### src/rtl/addsub_pkg.sv
// Shared opcode and FSM state encodings for the add/sub accumulator.
package addsub_pkg;

  localparam logic [1:0] OP_LOAD = 2'b00;
  localparam logic [1:0] OP_ADD  = 2'b01;
  localparam logic [1:0] OP_SUB  = 2'b10;
  localparam logic [1:0] OP_CLR  = 2'b11;

  typedef enum logic [1:0] {
    S_IDLE = 2'b00,
    S_CALC = 2'b01,
    S_RESP = 2'b10
  } state_t;

  function automatic logic is_arith(input logic [1:0] op);
    return (op == OP_ADD) || (op == OP_SUB);
  endfunction

endpackage

### src/rtl/addsub_core.sv
// Combinational WIDTH-bit ripple adder/subtractor: y = a + (b ^ {m}) + m.
// b_x exposes the post-XOR operand so the caller can derive signed overflow.
module addsub_core #(
  parameter int WIDTH = 4
) (
  input  logic [WIDTH-1:0] a,
  input  logic [WIDTH-1:0] b,
  input  logic             m,
  output logic [WIDTH-1:0] b_x,
  output logic [WIDTH:0]   y
);

  logic [WIDTH:0] w_c;

  assign w_c[0] = m;
  assign b_x    = b ^ {WIDTH{m}};

  for (genvar i = 0; i < WIDTH; i++) begin : g_bit
    assign y[i]     = a[i] ^ b_x[i] ^ w_c[i];
    assign w_c[i+1] = (a[i] & b_x[i]) | (w_c[i] & (a[i] ^ b_x[i]));
  end

  assign y[WIDTH] = w_c[WIDTH];

endmodule

### src/rtl/addsub_accum_seq.sv
// Accumulator front-end: IDLE -> CALC -> RESP command/response sequencer around addsub_core.
// Optional macro ACC_SAT_EN: saturate acc on ADD carry-out / SUB borrow instead of wrapping.
module addsub_accum_seq
  import addsub_pkg::*;
#(
  parameter int WIDTH = 4
) (
  input  logic             clk,
  input  logic             rst_n,
  input  logic             in_valid,
  output logic             in_ready,
  input  logic [1:0]       in_op,
  input  logic [WIDTH-1:0] in_b,
  output logic             out_valid,
  input  logic             out_ready,
  output logic [WIDTH:0]   out_result,
  output logic [WIDTH-1:0] out_acc,
  output logic             out_zero,
  output logic             out_ovf
);

  localparam int MSB = WIDTH - 1;

  state_t             r_state, w_state_nxt;
  logic [1:0]         r_op;
  logic [WIDTH-1:0]   r_b;
  logic [WIDTH-1:0]   r_acc;
  logic [WIDTH:0]     r_result;
  logic               r_valid;
  logic               r_zero;
  logic               r_ovf;

  logic               w_take;
  logic               w_calc;
  logic               w_done;
  logic               w_sub;
  logic [WIDTH-1:0]   w_bx;
  logic [WIDTH:0]     w_sum;
  logic               w_arith_ovf;
  logic [WIDTH-1:0]   w_acc_nxt;
  logic [WIDTH:0]     w_res_nxt;
  logic               w_ovf_nxt;

  assign w_sub = (r_op == OP_SUB);

  addsub_core #(.WIDTH(WIDTH)) u_core (
    .a   (r_acc),
    .b   (r_b),
    .m   (w_sub),
    .b_x (w_bx),
    .y   (w_sum)
  );

  // Two's-complement overflow: operands agree in sign but the sum does not.
  assign w_arith_ovf = (r_acc[MSB] == w_bx[MSB]) && (w_sum[MSB] != r_acc[MSB]);

  always_comb begin
    w_state_nxt = r_state;
    in_ready    = 1'b0;
    w_take      = 1'b0;
    w_calc      = 1'b0;
    w_done      = 1'b0;
    unique case (r_state)
      S_IDLE: begin
        in_ready = rst_n;
        if (in_valid && rst_n) begin
          w_take      = 1'b1;
          w_state_nxt = S_CALC;
        end
      end
      S_CALC: begin
        w_calc      = 1'b1;
        w_state_nxt = S_RESP;
      end
      S_RESP: begin
        if (r_valid && out_ready) begin
          w_done      = 1'b1;
          w_state_nxt = S_IDLE;
        end
      end
      default: w_state_nxt = S_IDLE;
    endcase
  end

  always_comb begin
    w_acc_nxt = r_acc;
    w_res_nxt = '0;
    w_ovf_nxt = 1'b0;
    unique case (r_op)
      OP_LOAD: begin
        w_acc_nxt = r_b;
        w_res_nxt = {1'b0, r_b};
      end
      OP_ADD: begin
        w_acc_nxt = w_sum[MSB:0];
        w_res_nxt = w_sum;
        w_ovf_nxt = w_arith_ovf;
`ifdef ACC_SAT_EN
        if (w_sum[WIDTH]) begin
          w_acc_nxt = '1;
          w_ovf_nxt = 1'b1;
        end
`endif
      end
      OP_SUB: begin
        w_acc_nxt = w_sum[MSB:0];
        w_res_nxt = w_sum;
        w_ovf_nxt = w_arith_ovf;
`ifdef ACC_SAT_EN
        // Carry-out low on subtract means a borrow (acc < b unsigned).
        if (!w_sum[WIDTH]) begin
          w_acc_nxt = '0;
          w_ovf_nxt = 1'b1;
        end
`endif
      end
      OP_CLR: begin
        w_acc_nxt = '0;
      end
      default: w_acc_nxt = r_acc;
    endcase
  end

  always_ff @(posedge clk or negedge rst_n) begin
    if (!rst_n) r_state <= S_IDLE;
    else        r_state <= w_state_nxt;
  end

  always_ff @(posedge clk or negedge rst_n) begin
    if (!rst_n) begin
      r_op     <= OP_LOAD;
      r_b      <= '0;
      r_acc    <= '0;
      r_result <= '0;
      r_valid  <= 1'b0;
      r_zero   <= 1'b1;
      r_ovf    <= 1'b0;
    end else begin
      if (w_take) begin
        r_op <= in_op;
        r_b  <= in_b;
      end
      if (w_calc) begin
        r_acc    <= w_acc_nxt;
        r_result <= w_res_nxt;
        r_zero   <= (w_acc_nxt == '0);
        r_ovf    <= w_ovf_nxt;
        r_valid  <= 1'b1;
      end else if (w_done) begin
        r_valid <= 1'b0;
      end
    end
  end

  assign out_valid  = r_valid;
  assign out_result = r_result;
  assign out_acc    = r_acc;
  assign out_zero   = r_zero;
  assign out_ovf    = r_ovf;

endmodule

### config.mk
export PLATFORM = sky130hd
export DESIGN_NAME = addsub_accum_seq
export DESIGN_NICKNAME = d
export VERILOG_FILES = /design/src/rtl/addsub_pkg.sv /design/src/rtl/addsub_core.sv /design/src/rtl/addsub_accum_seq.sv
export SDC_FILE = /design/constraint.sdc
export NUM_CORES = 1
export LEC_CHECK = 0
export BUFFER_PORTS_ARGS = -buffer_cell sky130_fd_sc_hd__buf_2
export CORE_AREA = 2 2 48 50
export CTS_BUF_LIST = sky130_fd_sc_hd__clkbuf_16
export CTS_CLUSTER_DIAMETER = 200
export CTS_CLUSTER_SIZE = 25
export DETAILED_ROUTE_END_ITERATION = 12
export DIE_AREA = 0 0 50 52
export PLACE_DENSITY_LB_ADDON = 0.05
export SLEW_MARGIN = 10
export SYNTH_ARGS = -nofsm -noshare
export SYNTH_HDL_FRONTEND = slang
export SYNTH_SLANG_ARGS = --single-unit
### constraint.sdc
create_clock -name clk -period 7.1 [get_ports clk]
set_input_delay 0 -clock clk [delete_from_list [all_inputs] [get_ports clk]]
set_output_delay 0 -clock clk [all_outputs]
set_load 0.005 [all_outputs]
==> results of run 1 <==
## power by group
part / switching (mW) / internal [mW] / leakage [nW]
Sequential: 0.0509 / 0.166 / 0.250
Clock: 0.0400 / 0.0749 / 0.0385
Combinational: 0.194 / 0.172 / 0.384
## cells in the final DEF (no fill, tap or decap)
master	n
inv_1	7
buf_2	22
clkinv_1	1
nor3b_2	1
nand3b_1	4
clkbuf_16	3
a21boi_0	1
dlygate4sd3_1	7
xor2_1	3
dfrtp_1	19
mux2_4	4
a21o_1	1
o21ai_0	10
dfstp_2	1
o31ai_2	1
o21ai_1	6
a21oi_1	4
a21oi_2	2
fa_1	3
or2_4	1
nor2_1	1
a22oi_1	2
nand2_1	15
mux2i_1	2
nor2b_1	2
xnor2_1	1
and2_1	1
nand2b_1	1
mux2_2	1
ha_1	5
## area by class of cell
cell class	instances	area (um^2)
timing repair buffer	29	180
clock buffer	3	75.1
tap	28	35.0
inverter	7	26.3
clock inverter	1	3.75
sequential	20	502
fill	172	738
multi-input combinational	72	546
## layer usage
metal	track usage [%]	vias to the layer above	part of all wire, %
met5	0	-	0
met4	11.1	0	2.3
met3	3.45	4	2.7
met2	33.1	18	50
met1	22.4	387	45
li1	-	402	-
## path summary, 6_finish.rpt
check	startpoint	endpoint	slack, ps	depth (start not counted)
worst max-delay path	r_op[0]	out_acc[3]	4400	10
worst min-delay path	out_ready	r_state[1]	40	4
worst max register to register	r_op[0]	out_acc[3]	4400	10
worst min register to register	out_result[0]	out_result[0]	470	1
max in group asynchronous	rst_n	out_zero	6550	2
min in group asynchronous	rst_n	out_ovf	220	2
## flip-flops by register name, summed over array words and instances, names as in the netlist
| name | flops |
|---|---|
| out_zero | 1 |
| r_state | 2 |
| r_b | 4 |
| out_ovf | 1 |
| out_result | 5 |
| out_valid | 1 |
| out_acc | 4 |
| r_op | 2 |
## synth_stat cells, types with 2 or more instances
master / number / share of area [%]
xor2_1: 3 / 2.4
a21oi_2: 2 / 1.6
dfrtp_1: 19 / 43
o21ai_0: 10 / 4.5
fa_1: 3 / 5.4
inv_1: 7 / 2.4
nand3b_1: 4 / 2.7
mux2_4: 4 / 5.4
mux2i_1: 2 / 1.8
buf_6: 2 / 2.0
o21ai_1: 6 / 2.7
nand2_1: 15 / 5.1
a22oi_1: 2 / 1.4
a21oi_1: 4 / 1.8
ha_1: 5 / 5.6
buf_2: 3 / 1.4
nor2b_1: 2 / 1.1
## metrics by stage
| stage | instance area, um^2 | utilization (%) |
|---|---|---|
| 4_1_cts | 1370 | 64.9 |
| 3_3_place_gp | 1220 | 57.9 |
| 2_1_floorplan | 1110 | - |
| 3_5_place_dp | 1220 | 57.9 |
| 6_report | 1370 | 64.9 |
| 5_1_grt | 1370 | 64.9 |
## what timing repair did
action                    4_1_cts  5_1_grt
hold endpoints to repair       25        0
setup buffers                   0        0
hold buffers                    7        0
gates resized for setup         0        0
## cell families after synthesis
logic type | Yosys count | synth area share (%)
AOI/OAI and AO/OA | 27 | 14.4
and+or+nand+nor | 26 | 12.3
DFF | 20 | 45.2
buffers and inverters | 12 | 5.74
adders and majority gates | 8 | 11.0
muxes | 7 | 8.22
xor gates and xnor gates | 4 | 3.15
## worst register-to-register path, delay by kind of cell, from the launching register on
kind	cells	cell delay, ps
xor gates and xnor gates	1	240
AOI/OAI and AO/OA	2	390
DFF	1	360
and+or+nand+nor	1	70
buffers and inverters	2	140
adders and majority gates	4	1400
==> results.tsv, run 1 <==
stage	metric	value	unit
logic_synthesis	yosysUniqueCellTypes	28	
detailed_routing	dr_total_vias	811	
worst_setup_path	start_kind	register	
timing	timing.final.crit_share	38.0	%
global_routing	grt_first_pass_wirelength	3640	um
timing	report.final.slew_viol_count	0	
cts	clk_pin_slew	60	ps
worst_setup_path	crit_family	adder cells	
logic_synthesis	syn_inst	104	
global_routing	grt_usage	19.2	%
logic_synthesis	synth_seq_cells	20	
cts	clock-sinks	20	
detailed_routing	first_iter_violations	1	
cts	numCtsBuffers	3	
timing	fin_ws	4400	ps
timing	max-slew-margin-rel	56.7	%
worst_setup_path	path_buf_inv	2	
worst_setup_path	critical_path_class	reg2reg	
detailed_routing	dr.pass1.iters	2	
hold_path	hp-class	in2reg	
worst_setup_path	critPathArrivalTime	2850	ps
placement	post-place-ws	4400	ps
timing	worst_slew_pin_slew	649	ps
detailed_routing	wire_per_inst	12.8	um
placement	port_buffers	22	
global_routing	grt-ovfl-total	0	
floorplanning	dieWidth	50	um
detailed_routing	detail-route-antenna-nets	0	
logic_synthesis	synth-async-reset-ratio	100	%
floorplanning	io-pin-count	23	
power	power	0.698	mW
global_routing	grt_pass1_vias	797	
floorplanning	initial_core_util	52.8	%
worst_setup_path	crit_path_cell_trace	inv_1, ha_1, xnor2_1, fa_1, inv_1, fa_1, fa_1, nand2_1, o21ai_1, a21boi_0	
timing	fmax	371	MHz
logic_synthesis	ys_seq_area_share	45.2	%
cells_and_area	drive_gt1_share	27.3	%
floorplanning	num_rows	17	
job	cap_violations	0	
cells_and_area	nets	151	
cells_and_area	syn2layout_area_growth	23.1	%
floorplanning	die-area	2600	um^2
power	ir_worst_vdd	0.000277	V
global_routing	antenna_found_initial	0	
placement	place_inst	149	
timing	finalSetupViolations	0	
logic_synthesis	syn-cell-area	1110	um^2
placement	gp_congestion	0.776	
detailed_routing	viasPerCell	5.07	
worst_setup_path	cp_common_cell	fa_1	
worst_setup_path	slowest_stage	fa_1	
power	leakage	0.672	nW
cts	cts.htree.levels	1	
timing	finClkSkew	3.35	ps
cells_and_area	instances_no_fill	160	
cts	insertion_delay	250	ps
cts	clk_path_buf_depth	2	
timing	hold_violations	0	
timing	timing.setup.tns	0	ps
detailed_routing	drc_errors	0	
floorplanning	dieHeight	52	um
detailed_routing	routed_wl	2050	um
cts	cts-root-buf	clkbuf_16	
logic_synthesis	synth_ff_type	dfrtp_1	
timing	layout_min_cycle_time	2700	ps
worst_setup_path	crit_path_end_kind	register	
timing	holdWs	39.8	ps
logic_synthesis	syn_area_per_cell	10.7	um^2
run_status	outcome	finished, final reports clean	
cells_and_area	diodes	0	
placement	hpwl	1500	um
power	pwr_density_cell	510	nW/um^2
logic_synthesis	synth-edff-count	0	
worst_setup_path	cp_max_fo	4	
timing	rsz0062_at_grt	no	
floorplanning	core_area	2110	um^2
worst_setup_path	crit_required	7260	ps
global_routing	grt_max_degree	22	
worst_setup_path	max_stage_delay	550	ps
logic_synthesis	ys_warn_count	0	
logic_synthesis	syn-num-nets	122	
cts	cts_tree	built	
Note: power is estimated with default switching activity, not from simulation.
==> inputs of run 2 (changes only) <==
- ABC_AREA: default -> 1
- CORE_AREA: 2 2 48 50 -> 2 2 50 52
- DIE_AREA: 0 0 50 52 -> 0 0 52 54
- clock period: 7.1 -> 2.61 ns (I/O delays scaled with it)
==> run 2 against run 1 <==
Effect of this change: die area up 8.0%; routed wire length up 8.7%; design area up 7.8%.
==> results.tsv, run 2 <==
stage	metric	value	unit
global_routing	grt_pass1_vias	858	
logic_synthesis	ys_seq_area_share	44.1	%
cells_and_area	instances_no_fill	188	
cells_and_area	final_common_cell	nand2_1	
cts	insertion_delay	250	ps
cts	clk_path_buf_depth	2	
floorplanning	die-area	2810	um^2
cells_and_area	diodes	0	
logic_synthesis	synth-edff-count	0	
power	ir_worst_vdd	0.000835	V
floorplanning	dieHeight	54	um
floorplanning	core_area	2320	um^2
global_routing	grt_util_met2	31.0	%
power	pwr_density_cell	1380	nW/um^2
cells_and_area	syn2layout_area_growth	29.5	%
cells_and_area	nets	177	
detailed_routing	dr_total_vias	902	
global_routing	grt_usage	18.2	%
logic_synthesis	ys_warn_count	0	
worst_setup_path	cp_max_fo	3	
timing	max-slew-margin-rel	68.0	%
cts	cts-root-buf	clkbuf_16	
logic_synthesis	yosysTopAreaCellShare	41.8	%
run_status	outcome	finished, final reports clean	
worst_setup_path	critPathArrivalTime	2640	ps
cells_and_area	drive_gt1_share	36.1	%
timing	worst_slew_pin_slew	481	ps
placement	place_inst	174	
detailed_routing	detail-route-antenna-nets	0	
timing	layout_min_cycle_time	2460	ps
worst_setup_path	critical_path_class	reg2reg	
logic_synthesis	yosys.area.top_type	dfrtp_1	
global_routing	grt.busiest_layer	met2	
logic_synthesis	synth_ff_type	dfrtp_1	
global_routing	antenna_found_initial	0	
logic_synthesis	synth_most_common_cell	nand2_1	
detailed_routing	routed_wl	2230	um
cts	clock-sinks	20	
logic_synthesis	syn_area_per_cell	9.26	um^2
floorplanning	num_rows	18	
timing	report.final.slew_viol_count	0	
global_routing	grt_max_degree	22	
cts	cts_tree	built	
logic_synthesis	syn-cell-area	1140	um^2
floorplanning	initial_core_util	49.1	%
floorplanning	io-pin-count	23	
hold_path	hp-class	in2reg	
cells_and_area	postLayoutCoreUtil	63.5	%
cells_and_area	final_cell_mix	37 x nand2_1, 22 x buf_2, 19 x dfrtp_1	
placement	port_buffers	22	
placement	gp_congestion	0.867	
worst_setup_path	crit_family	adder cells	
timing	timing.final.crit_share	94.3	%
worst_setup_path	path_buf_inv	3	
detailed_routing	viasPerCell	4.80	
logic_synthesis	synth_seq_cells	20	
worst_setup_path	start_kind	register	
logic_synthesis	syn_inst	123	
worst_setup_path	crit_required	2790	ps
worst_setup_path	crit_path_end_kind	register	
worst_setup_path	slowest_stage	fa_1	
logic_synthesis	syn-num-nets	141	
cells_and_area	largest_reg_flops	5	
cts	clk_pin_slew	50	ps
global_routing	grtUsageMet1	23.7	%
timing	finClkSkew	5.55	ps
global_routing	grt_first_pass_wirelength	3710	um
timing	finalSetupViolations	0	
timing	rsz0062_at_grt	yes	
logic_synthesis	yosys-top-cells-count	37 x nand2_1, 19 x dfrtp_1, 10 x inv_1	
detailed_routing	dr.pass1.iters	4	
placement	post-place-ws	-13.9	ps
timing	fin_ws	148	ps
logic_synthesis	synthTopCellsByArea	dfrtp_1 42%, nand2_1 12%, ha_1 5.5%, o21ai_2 5.4%, fa_1 5.3%	
logic_synthesis	synth-async-reset-ratio	100	%
detailed_routing	drc_errors	0	
job	cap_violations	0	
placement	hpwl	1610	um
global_routing	grtUsageMet3	1.67	%
floorplanning	dieWidth	52	um
detailed_routing	wire_per_inst	11.8	um
placement	dpl_cell_area	1260	um^2
cts	numCtsBuffers	3	
power	leakage	0.770	nW
timing	fmax	406	MHz
cts	cts.htree.levels	1	
logic_synthesis	yosysUniqueCellTypes	26	
detailed_routing	first_iter_violations	10	
worst_setup_path	crit_path_cell_trace	inv_2, ha_4, xnor2_4, fa_2, inv_2, fa_2, fa_1, buf_4, xnor2_1, nor2_1, nand2_1, o21ai_2	
timing	hold_violations	0	
cells_and_area	design_area	1470	um^2
global_routing	grt-ovfl-total	0	
power	power	2.03	mW
worst_setup_path	max_stage_delay	490	ps
-- run 2: cell types whose count changed after synthesis, moves of 3 or more --
| cell | before | now |
|---|---|---|
| a21oi_1 | 4 | 0 |
| a22o_1 | 0 | 3 |
| buf_2 | 3 | 0 |
| inv_1 | 7 | 10 |
| mux2_4 | 4 | 0 |
| nand2_1 | 15 | 37 |
| nand2_2 | 0 | 7 |
| nand3_1 | 0 | 4 |
| nand3b_1 | 4 | 0 |
| nor2_1 | 1 | 7 |
| o21ai_0 | 10 | 2 |
| o21ai_1 | 6 | 2 |
| o21ai_2 | 0 | 7 |
-- run 2: final cells by class --
type	count	area (um^2)
timing repair buffer	33	210
clock buffer	3	75.1
multi-input combinational	87	589
sequential	20	502
fill	200	846
clock inverter	1	3.75
inverter	14	56.3
tap	30	37.5
-- run 2: repair_timing --
item                                    CTS  global route
resized for setup                         3             7
endpoints found under the setup margin    1             1
buffers inserted                          0             3
pin swaps                                 0             6
hold buffers                              7             0
hold endpoints to repair                 25             0
-- run 2: worst register-to-register path, stage by stage (launching register included) --
cell     delay (ps)
dfrtp_1         390
inv_2            90
ha_4            180
xnor2_4         120
fa_2            220
inv_2            40
fa_2            340
fa_1            490
buf_4           150
xnor2_1         110
nor2_1           90
nand2_1          70
o21ai_2         110
-- run 2: path summary, 6_finish.rpt --
check                               from       endpoint  slack (ps)  cells after the start
setup / recovery                 r_op[0]        out_ovf         150                     12
hold / removal                 out_ready      out_valid           3                      4
setup reg to reg                 r_op[0]        out_ovf         150                     12
hold reg to reg            out_result[0]  out_result[0]         470                      2
max in group asynchronous          rst_n       out_zero        2010                      2
min in group asynchronous          rst_n     r_state[1]         240                      2
-- run 2: cells by family after synthesis --
group | count (synthesis) | share of synthesized area [%]
buf+inv | 16 | 7.69
compound gates | 16 | 10.8
simple gates | 59 | 23.6
fa+ha+maj | 8 | 10.8
xor+xnor | 4 | 3.08
flops | 20 | 44.1
-- run 2: through the flow --
stage               hold slack [ps]  TNS, ps
finish                         3.06        0
global route                   37.0    -21.4
CTS                           0.609        0
detailed placement            -16.9    -13.9
global placement              -23.0        0
floorplan                      -296        0
-- run 2: power breakdown --
group          switching [mW]  total [mW]  internal (mW)
Combinational           0.622        1.15          0.530
Sequential              0.119       0.569          0.450
Clock                   0.105       0.309          0.204
-- run 2: routing by layer --
| metal | vias to the layer above | wire (um) |
|---|---|---|
| li1 | 460 | - |
| met3 | 4 | 65 |
| met1 | 419 | 994 |
| met4 | 0 | 44 |
| met2 | 19 | 1120 |
| met5 | - | 0 |
==> inputs of run 3 (changes only) <==
- BUFFER_PORTS_ARGS: -buffer_cell sky130_fd_sc_hd__buf_2 -> -buffer_cell sky130_fd_sc_hd__buf_4
==> run 3 against run 2 <==
Effect of this change: sequential power up 2%; sequential cell count stayed put; first-iteration DRC count fell by 10%; design area is 6.1% higher; final cell count up 1.6%; clock power grew 1%; register-to-register slack got worse by 130 ps; largest cell class unchanged.
==> results.tsv, run 3 (same netlist as run 2, synthesis figures left out) <==
stage	metric	value	unit
run_status	outcome	finished, final reports clean	
cells_and_area	nets	180	
global_routing	grt_max_degree	22	
placement	post-place-ws	-86.1	ps
hold_path	hp-class	in2reg	
cts	clk_path_buf_depth	2	
worst_setup_path	critical_path_class	reg2reg	
cts	clk_pin_slew	50	ps
global_routing	grt_pass1_vias	887	
hold_path	hold_depth	4	
cells_and_area	instances_no_fill	191	
detailed_routing	wire_per_inst	12.5	um
worst_setup_path	reg2regPathDepth	11	
floorplanning	num_rows	18	
power	pwr-share-seq	26.6	%
detailed_routing	drc_errors	0	
power	combPwrFrac	59.0	%
power	p_sw_share	41.6	%
cells_and_area	drive_gt1_share	38.5	%
cts	insertion_delay	250	ps
power	p_int	1.27	mW
cells_and_area	final_cell_mix	36 x nand2_1, 28 x buf_4, 19 x dfrtp_1	
placement	port_buffers	22	
cells_and_area	largest_reg_flops	5	
power	leakage	0.796	nW
floorplanning	dieWidth	52	um
cts	cts-root-buf	clkbuf_16	
worst_setup_path	critPathArrivalTime	2770	ps
power	ir_worst_vdd	0.000818	V
floorplanning	core_area	2320	um^2
timing	hold_violations	0	
global_routing	antenna_found_initial	0	
floorplanning	die-area	2810	um^2
floorplanning	initial_core_util	49.1	%
cts	numCtsBuffers	3	
timing	finalSetupViolations	0	
detailed_routing	viasPerCell	4.82	
power	power	2.17	mW
timing	worst_slew_pin_slew	345	ps
worst_setup_path	cp_max_fo	4	
timing	rsz0062_at_grt	yes	
detailed_routing	detail-route-antenna-nets	0	
detailed_routing	dr_total_vias	920	
cells_and_area	syn2layout_area_growth	37.4	%
timing	timing.final.crit_share	99.2	%
worst_setup_path	crit_required	2790	ps
timing	fin_ws	22.1	ps
cells_and_area	multi_input_area	599	um^2
placement	place_inst	174	
global_routing	grt-ovfl-total	0	
power	pwr_density_cell	1390	nW/um^2
global_routing	grt_first_pass_wirelength	3900	um
cells_and_area	diodes	0	
timing	report.final.slew_viol_count	0	
detailed_routing	dr.pass1.iters	4	
cells_and_area	fillers	189	
global_routing	grt_usage	19.4	%
timing	finClkSkew	2.20	ps
power	p_switching	0.904	mW
cts	cts.htree.levels	1	
worst_setup_path	start_kind	register	
power	clkPwrFrac	14.4	%
detailed_routing	routed_wl	2380	um
timing	holdWs	30.6	ps
placement	hpwl	1670	um
cells_and_area	final_common_cell	nand2_1	
job	cap_violations	0	
cells_and_area	register_area	502	um^2
placement	gp_congestion	0.849	
timing	max-slew-margin-rel	76.9	%
worst_setup_path	crit_path_end_kind	register	
cells_and_area	postLayoutCoreUtil	67.4	%
detailed_routing	first_iter_violations	9	
cts	cts_tree	built	
placement	dpl_cell_area	1320	um^2
timing	timing.setup.tns	0	ps
floorplanning	io-pin-count	23	
timing	fmax	386	MHz
timing	layout_min_cycle_time	2590	ps
cells_and_area	design_area	1560	um^2
cts	clock-sinks	20	
floorplanning	dieHeight	54	um
[run 3: cell type report]
class	instances	area share (%)
Inverter	14	3.60
Sequential cell	20	32.1
Timing Repair Buffer	36	18.6
Multi-Input combinational cell	87	38.3
Clock inverter	1	0.240
Tap cell	30	2.40
Clock buffer	3	4.80
[run 3: what timing repair did]
item | in CTS | in global routing
hold buffers | 8 | 0
endpoints found under the hold margin | 27 | 0
resized for setup | 3 | 10
endpoints found under the setup margin | 1 | 2
setup buffers | 0 | 5
pin swaps | 0 | 4
[run 3: path summary, 6_finish.rpt]
check                           slack (ps)           from             to
worst max-delay path                    20        r_op[1]        out_ovf
worst min-delay path                    30       in_valid         r_b[3]
worst max register to register          20        r_op[1]        out_ovf
worst min register to register         480  out_result[4]  out_result[4]
max in group asynchronous             2170          rst_n       out_zero
min in group asynchronous              170          rst_n  out_result[1]
[run 3: per-layer routing]
metal  routed length, um  vias to the layer above  GRT usage, %
li1                    -                      462             -
met2                1200                       24          31.6
met4                  59                        0          11.0
met5                   0                        -             0
met3                  80                        6          3.33
met1                1040                      428          24.4
[run 3: power groups by stage]
stage / Combinational, mW / Clock, mW / Sequential, mW
detailed placement: 1.05 / 0 / 0.568
finish: 1.28 / 0.313 / 0.578
floorplan: 0.742 / 0 / 0.554
global placement: 1.02 / 0 / 0.563
CTS: 1.09 / 0.323 / 0.567
global route: 1.43 / 0.337 / 0.597
[run 3: worst max-delay path: stages (launching register included)]
cell,delay [ps]
dfrtp_1,420
ha_4,220
xnor2_4,180
fa_2,210
inv_1,60
fa_2,350
fa_1,540
buf_4,160
xnor2_1,110
nor2_1,80
nand2_1,70
o21ai_2,110
